<file path="src/rtl/z80_page_ctrl_if.sv">
// Bus bundle for the Z80 page-table controller: CPU translate/write port,
// configuration write port and the ready flag.
interface z80_page_ctrl_if;
    logic        cpu_req;
    logic [15:0] cpu_addr;
    logic [7:0]  cpu_data;
    logic        cpu_ack;
    logic [15:0] phys_addr;
    logic        cfg_req;
    logic [7:0]  cfg_idx;
    logic [7:0]  cfg_data;
    logic        cfg_ack;
    logic        ready;

    modport master (
        output cpu_req, cpu_addr, cpu_data, cfg_req, cfg_idx, cfg_data,
        input  cpu_ack, phys_addr, cfg_ack, ready
    );

    modport slave (
        input  cpu_req, cpu_addr, cpu_data, cfg_req, cfg_idx, cfg_data,
        output cpu_ack, phys_addr, cfg_ack, ready
    );
endinterface

</file>
<file path="src/rtl/z80_page_ctrl.sv">
// Page-table controller: clears the table after reset, then serves CPU
// translations/window writes and config writes through a round-robin arbiter.
module z80_page_ctrl #(
    parameter int SIZE = 256
) (
    input  logic           clk,
    input  logic           rst_n,
    z80_page_ctrl_if.slave bus
);
    localparam int AW = (SIZE > 1) ? $clog2(SIZE) : 1;

    typedef enum logic [2:0] {CLEAR, IDLE, LOOKUP, RESP, WRITE} state_t;

    state_t      r_state;
    logic [7:0]  r_clr_cnt;
    logic [7:0]  r_idx;
    logic [7:0]  r_off;
    logic [7:0]  r_data;
    logic        r_last_cpu;
    logic        r_cpu_ack;
    logic        r_cfg_ack;
    logic        r_ready;
    logic [15:0] r_phys_addr;
    logic [7:0]  r_table [SIZE];

    logic          w_idx_ok;
    logic          w_pick_cpu;
    logic          w_cpu_wr;
    logic          w_we;
    logic [AW-1:0] w_wr_idx;
    logic [7:0]    w_wr_data;
    logic [7:0]    w_rd_data;

    // Entries at or beyond SIZE do not exist: writes drop, reads return zero.
    assign w_idx_ok   = {1'b0, r_idx} < 9'(SIZE);
    assign w_pick_cpu = bus.cpu_req && (!bus.cfg_req || !r_last_cpu);
    assign w_cpu_wr   = (bus.cpu_addr[15:8] == 8'h00);

    assign w_we      = (r_state == CLEAR) || ((r_state == WRITE) && w_idx_ok);
    assign w_wr_idx  = (r_state == CLEAR) ? r_clr_cnt[AW-1:0] : r_idx[AW-1:0];
    assign w_wr_data = (r_state == CLEAR) ? 8'h00 : r_data;
    assign w_rd_data = w_idx_ok ? r_table[r_idx[AW-1:0]] : 8'h00;

    // Single table port, no reset: contents are zeroed by the CLEAR sweep.
    always_ff @(posedge clk) begin
        if (w_we) begin
            r_table[w_wr_idx] <= w_wr_data;
        end
    end

    always_ff @(posedge clk or negedge rst_n) begin
        if (!rst_n) begin
            r_state     <= CLEAR;
            r_clr_cnt   <= 8'h00;
            r_idx       <= 8'h00;
            r_off       <= 8'h00;
            r_data      <= 8'h00;
            r_last_cpu  <= 1'b1;
            r_cpu_ack   <= 1'b0;
            r_cfg_ack   <= 1'b0;
            r_ready     <= 1'b0;
            r_phys_addr <= 16'h0000;
        end else begin
            r_cpu_ack <= 1'b0;
            r_cfg_ack <= 1'b0;
            case (r_state)
                CLEAR: begin
                    r_clr_cnt <= r_clr_cnt + 8'd1;
                    if (r_clr_cnt == 8'(SIZE - 1)) begin
                        r_clr_cnt <= 8'h00;
                        r_ready   <= 1'b1;
                        r_state   <= IDLE;
                    end
                end
                IDLE: begin
                    if (bus.cpu_req || bus.cfg_req) begin
                        r_last_cpu <= w_pick_cpu;
                        if (w_pick_cpu) begin
                            r_data <= bus.cpu_data;
                            r_off  <= bus.cpu_addr[7:0];
                            if (w_cpu_wr) begin
                                r_idx     <= bus.cpu_addr[7:0];
                                r_cpu_ack <= 1'b1;
                                r_state   <= WRITE;
                            end else begin
                                r_idx   <= bus.cpu_addr[15:8];
                                r_state <= LOOKUP;
                            end
                        end else begin
                            r_idx     <= bus.cfg_idx;
                            r_data    <= bus.cfg_data;
                            r_cfg_ack <= 1'b1;
                            r_state   <= WRITE;
                        end
                    end
                end
                // Acks are registered one state early so they are visible in RESP/WRITE.
                LOOKUP: begin
                    r_phys_addr <= {w_rd_data, r_off};
                    r_cpu_ack   <= 1'b1;
                    r_state     <= RESP;
                end
                RESP:    r_state <= IDLE;
                WRITE:   r_state <= IDLE;
                default: r_state <= CLEAR;
            endcase
        end
    end

    assign bus.cpu_ack   = r_cpu_ack;
    assign bus.cfg_ack   = r_cfg_ack;
    assign bus.phys_addr = r_phys_addr;
    assign bus.ready     = r_ready;
endmodule
</file>
<file path="src/flat_wrapper.sv">
// flat-port wrapper written by rule: the top's interface ports become plain ports
module z80_page_ctrl_flat 
#(
    parameter int SIZE = 256
)
  (clk, rst_n, bus_cpu_req, bus_cpu_addr, bus_cpu_data, bus_cfg_req, bus_cfg_idx, bus_cfg_data, bus_cpu_ack, bus_phys_addr, bus_cfg_ack, bus_ready);
  z80_page_ctrl_if bus_i ();
  input  logic clk;
  input  logic rst_n;
  input wire logic [$bits(bus_i.cpu_req)-1:0] bus_cpu_req;
  input wire logic [$bits(bus_i.cpu_addr)-1:0] bus_cpu_addr;
  input wire logic [$bits(bus_i.cpu_data)-1:0] bus_cpu_data;
  input wire logic [$bits(bus_i.cfg_req)-1:0] bus_cfg_req;
  input wire logic [$bits(bus_i.cfg_idx)-1:0] bus_cfg_idx;
  input wire logic [$bits(bus_i.cfg_data)-1:0] bus_cfg_data;
  output wire logic [$bits(bus_i.cpu_ack)-1:0] bus_cpu_ack;
  output wire logic [$bits(bus_i.phys_addr)-1:0] bus_phys_addr;
  output wire logic [$bits(bus_i.cfg_ack)-1:0] bus_cfg_ack;
  output wire logic [$bits(bus_i.ready)-1:0] bus_ready;
  assign bus_i.cpu_req = bus_cpu_req;
  assign bus_i.cpu_addr = bus_cpu_addr;
  assign bus_i.cpu_data = bus_cpu_data;
  assign bus_i.cfg_req = bus_cfg_req;
  assign bus_i.cfg_idx = bus_cfg_idx;
  assign bus_i.cfg_data = bus_cfg_data;
  assign bus_cpu_ack = bus_i.cpu_ack;
  assign bus_phys_addr = bus_i.phys_addr;
  assign bus_cfg_ack = bus_i.cfg_ack;
  assign bus_ready = bus_i.ready;
  z80_page_ctrl #(.SIZE(SIZE)) u_core (.clk(clk), .rst_n(rst_n), .bus(bus_i));
endmodule
</file>
<file path="config.mk">
export PLATFORM = sky130hd
export DESIGN_NAME = z80_page_ctrl_flat
export DESIGN_NICKNAME = d
export VERILOG_FILES = /design/src/rtl/z80_page_ctrl_if.sv /design/src/rtl/z80_page_ctrl.sv /design/src/flat_wrapper.sv
export SDC_FILE = /design/constraint.sdc
export NUM_CORES = 2
export LEC_CHECK = 0
export BUFFER_PORTS_ARGS = -buffer_cell sky130_fd_sc_hd__buf_2
export CORE_UTILIZATION = 40
export CTS_BUF_LIST = sky130_fd_sc_hd__clkbuf_8
export CTS_CLUSTER_SIZE = 24
export DETAILED_ROUTE_END_ITERATION = 12
export GPL_ROUTABILITY_DRIVEN = 0
export PLACE_DENSITY = 0.53
export SYNTH_ARGS = -nofsm -noshare
export SYNTH_HDL_FRONTEND = slang
export SYNTH_SLANG_ARGS = --single-unit
</file>
<file path="constraint.sdc">
create_clock -name clk -period 7.05 [get_ports clk]
set_input_delay 0.3525 -clock clk [delete_from_list [all_inputs] [get_ports clk]]
set_output_delay 0.3525 -clock clk [all_outputs]
set_load 0.005 [all_outputs]
</file>
==> results by group <==
Status
  – Run status: finished with violations
  – Violations in the final reports: capacitance limit, slew limit

Route
  – Total number of vias: 42600
  – DR DRC count: 0
  – Via count normalized by instance count: 5.73
  – Detailed-router iteration count before antenna repair: 10
  – Antenna viol nets, final: 0
  – Average wire per cell in the routed design: 30.6 µm
  – Wire length reported by the detailed router: 228000 µm
  – Initial DRC Count: 4472

Floorplanning
  – Standard cell core area: 0.205 mm²
  – Number of top-level pins: 63
  – Initial core utilization: 0.403
  – Floorplan die height: 456 µm
  – Floorplan die area: 0.208 mm²
  – Die span in x: 456 µm
  – Count of standard-cell rows: 166

Global route
  – Gr usage total: 0.217
  – Sum of overflow across all layers after global routing: 0
  – Via count of the first global-routing pass: 43300
  – Initial antenna violation count: 8
  – Pin count of the biggest net entering global routing: 177
  – First-pass GRT wire length: 325000 µm

Layout
  – Multi-input combinational cell area: 0.0179 mm²
  – Relative area change from synthesis to final layout: 11.8%
  – Most frequent cells in the layout: sky130_fd_sc_hd__edfxtp_1 (2048), sky130_fd_sc_hd__clkbuf_8 (370), sky130_fd_sc_hd__mux4_2 (356), sky130_fd_sc_hd__mux2i_1 (300), sky130_fd_sc_hd__nor2_1 (286)
  – Most frequent standard cell in the layout excluding fill and tap cells: sky130_fd_sc_hd__edfxtp_1
  – Number of standard cells in the final layout excluding fillers: 7437
  – # fillers: 17600
  – Number of nets in the finished design: 4532
  – Share of final-layout standard cells stronger than drive strength 1: 0.201
  – Final Instance Area: 0.0923 mm²
  – Sequential Area: 0.0629 mm²

Yosys
  – Post-Synthesis Net Count: 4223
  – Cell area after technology mapping: 0.0825 mm²
  – Number of different library cells in the post-synthesis netlist: 70
  – Ys flop type: sky130_fd_sc_hd__edfxtp_1
  – Cell taking the most area after synthesis: sky130_fd_sc_hd__edfxtp_1
  – Sequential area share after synthesis: 0.762
  – Async set or reset register ratio after synthesis: 0.0262
  – Number of enable flip-flop cells after synthesis: 2048
  – Top cells by area, synth: sky130_fd_sc_hd__edfxtp_1 (75%), sky130_fd_sc_hd__mux4_2 (9.7%), sky130_fd_sc_hd__mux2i_1 (3.6%)
  – Yosys warning count: 0
  – Gate Count Post-Synth: 4178
  – Average cell area after synthesis: 19.8 µm²
  – Register bit total from synthesis: 2103
  – Fraction of post-synthesis cell area in the top cell type by area: 0.745

Run
  – Max-capacitance violation count: 1

Critical path
  – Required time reported for the critical path endpoint: 8.04 ns
  – Data arrival time of the critical path: 6.38 ns
  – Crit path launch type: flop
  – Crit end category: flop
  – FF-to-FF Start: u_core.r_idx[2]
  – Maximum fanout count along the critical path: 43
  – Startpoint-to-endpoint class of the critical path: reg2reg
  – Critical path launch point: u_core.r_idx[2]
  – Worst R2R Path Depth: 8

CTS
  – Count of clock tree sinks: 2103
  – Clock latency on the worst-skew pair: 1.08 ns
  – Clk root buf: sky130_fd_sc_hd__clkbuf_8
  – Clock transition time at the flip-flop clock pins of the worst setup and hold paths: 0.06 ns
  – H-tree level count: 5
  – Total CTS buffers: 355
  – TritonCTS clock tree: yes
  – Post-CTS setup repair buffer count: 0
  – Maximum clock path buffer count: 4

Power
  – P_leak: 29.7 nW
  – Power per unit of standard cell area: 413 mW/mm²
  – Peak VDD IR: 0.343 mV
  – Power Total: 0.0381 W

Placement
  – Post-detailed-placement cell area: 0.0853 mm²
  – Detailed Place HPWL: 136000 µm
  – Port Buf Inserts: 62
  – Worst slack, placed: 1.86 ns
  – Placed Cells: 6758

STA
  – Worst-Margin Slew: 1.50 ns
  – Worst clock skew on the final layout: 0.0730 ns
  – Worst rel slew slack: -0.0257
  – Total count of max-transition violations in the final report: 1
  – Setup TNS: 0 ns
  – Fmax: 185 MHz
  – Period utilisation layout: 0.765
  – Setup WS post-layout: 1.66 ns
  – Number of hold violations in the final report: 0
  – Clock period minus final worst setup slack: 5.39 ns
  – RSZ-0062 raised after global routing: false
  – Final setup fails: 0

Worst hold path
  – Path class of the lowest-slack min-delay path: in2reg
  – Start point of the worst hold path: bus_cpu_addr[3]
  – WHS Path Cells: 3
flip-flops by register name, indices dropped and copies added, names as in the netlist:
register              count
u_core.r_table         2048
u_core.r_off              8
u_core.bus.ready          1
u_core.r_state            3
u_core.bus.phys_addr     16
u_core.r_clr_cnt          8
u_core.r_data             8
u_core.r_idx              8
u_core.bus.cfg_ack        1
u_core.bus.cpu_ack        1
u_core.r_last_cpu         1
logic make-up after synthesis:
kind of cell             after synthesis  synth area share
AND/OR/NAND/NOR                      645            0.0337
multiplexers                         690             0.143
adder cells (fa/ha/maj)                1          0.000152
XOR/XNOR                               3          0.000318
buffers and inverters                255            0.0218
AO/OA/AOI/OAI                        481            0.0396
flip-flops                          2103             0.762
critical path: stages (launching register included):
cell and delay (ns):
sky130_fd_sc_hd__dfrtp_4 0.65, sky130_fd_sc_hd__buf_4 0.61, sky130_fd_sc_hd__nand3_1 1.04, sky130_fd_sc_hd__o22ai_1 0.43, sky130_fd_sc_hd__or3_1 0.24, sky130_fd_sc_hd__a21oi_1 0.09, sky130_fd_sc_hd__a2111oi_0 1.28, sky130_fd_sc_hd__nand4b_1 0.59
sky130_fd_sc_hd__o211ai_1 0.26
where the power goes:
| part | internal (W) | switching (W) | leakage [nW] | total, W |
|---|---|---|---|---|
| sequential | 0.0159 | 0.000322 | 19.5 | 0.0162 |
| clock | 0.00519 | 0.00483 | 3.68 | 0.0100 |
| combinational | 0.00368 | 0.00824 | 6.60 | 0.0119 |
| total | 0.0247 | 0.0134 | 29.7 | 0.0381 |
area by class of cell:
| cell class | instances | area share |
|---|---|---|
| Tap cell | 2688 | 0.0364 |
| Sequential cell | 2103 | 0.682 |
| Antenna cell | 5 | 0.000136 |
| Clock inverter | 244 | 0.0134 |
| Timing Repair Buffer | 204 | 0.0188 |
| Multi-Input combinational cell | 1820 | 0.194 |
| Inverter | 3 | 0.000149 |
| Clock buffer | 370 | 0.0552 |
what timing repair did:
item / CTS / global route
hold buffers: 60 / 0
hold endpoints to repair: 83 / 0
gates resized for setup: 0 / 0
per-layer routing:
| layer | up-vias | wire (µm) | GRT usage |
|---|---|---|---|
| li1 | 17900 | - | - |
| met1 | 22700 | 98700 | 0.306 |
| met2 | 1640 | 107000 | 0.340 |
| met3 | 339 | 14900 | 0.0404 |
| met4 | 2 | 6810 | 0.0710 |
| met5 | - | 24 | 0 |
final timing paths:
kind / endpoint / slack [ns]
max in group asynchronous: u_core.r_idx[4] / 6.22
worst max-delay path: u_core.bus.phys_addr[12] / 1.66
worst min-delay path: u_core.r_off[3] / 0.10
worst min register to register: u_core.bus.phys_addr[6] / 0.45
worst max register to register: u_core.bus.phys_addr[12] / 1.66
min in group asynchronous: u_core.r_last_cpu / 0.44
through the flow:
stage | hold WS [ns] | utilization
after floorplan | 0.0569 | -
after global placement | 0.441 | 0.417
after detailed placement | 0.447 | 0.417
after CTS | 0.00316 | 0.451
after global routing | 0.0527 | 0.451
final | 0.100 | 0.451
synthesized netlist by cell type, types with 7 or more instances:
| library cell | count |
|---|---|
| sky130_fd_sc_hd__mux2i_1 | 300 |
| sky130_fd_sc_hd__nor2_1 | 287 |
| sky130_fd_sc_hd__mux4_2 | 356 |
| sky130_fd_sc_hd__or3_1 | 10 |
| sky130_fd_sc_hd__nand2b_1 | 7 |
| sky130_fd_sc_hd__edfxtp_1 | 2048 |
| sky130_fd_sc_hd__a2111oi_0 | 12 |
| sky130_fd_sc_hd__a211oi_1 | 56 |
| sky130_fd_sc_hd__nand2_1 | 192 |
| sky130_fd_sc_hd__nand3_1 | 53 |
| sky130_fd_sc_hd__o21bai_1 | 7 |
| sky130_fd_sc_hd__clkbuf_1 | 87 |
| sky130_fd_sc_hd__mux4_1 | 25 |
| sky130_fd_sc_hd__a22oi_1 | 64 |
| sky130_fd_sc_hd__o221ai_1 | 42 |
| sky130_fd_sc_hd__nand3b_1 | 17 |
| sky130_fd_sc_hd__buf_6 | 46 |
| sky130_fd_sc_hd__o22ai_1 | 118 |
| sky130_fd_sc_hd__buf_12 | 7 |
| sky130_fd_sc_hd__nor4_1 | 7 |
| sky130_fd_sc_hd__buf_8 | 19 |
| sky130_fd_sc_hd__nor3_1 | 28 |
| sky130_fd_sc_hd__a31oi_1 | 8 |
| sky130_fd_sc_hd__and2_1 | 16 |
| sky130_fd_sc_hd__dfrtp_1 | 54 |
| sky130_fd_sc_hd__buf_2 | 63 |
| sky130_fd_sc_hd__mux2_2 | 9 |
| sky130_fd_sc_hd__o21ai_0 | 58 |
| sky130_fd_sc_hd__buf_4 | 20 |
| sky130_fd_sc_hd__a21oi_1 | 64 |
Note: power is estimated with default switching activity, not from simulation.
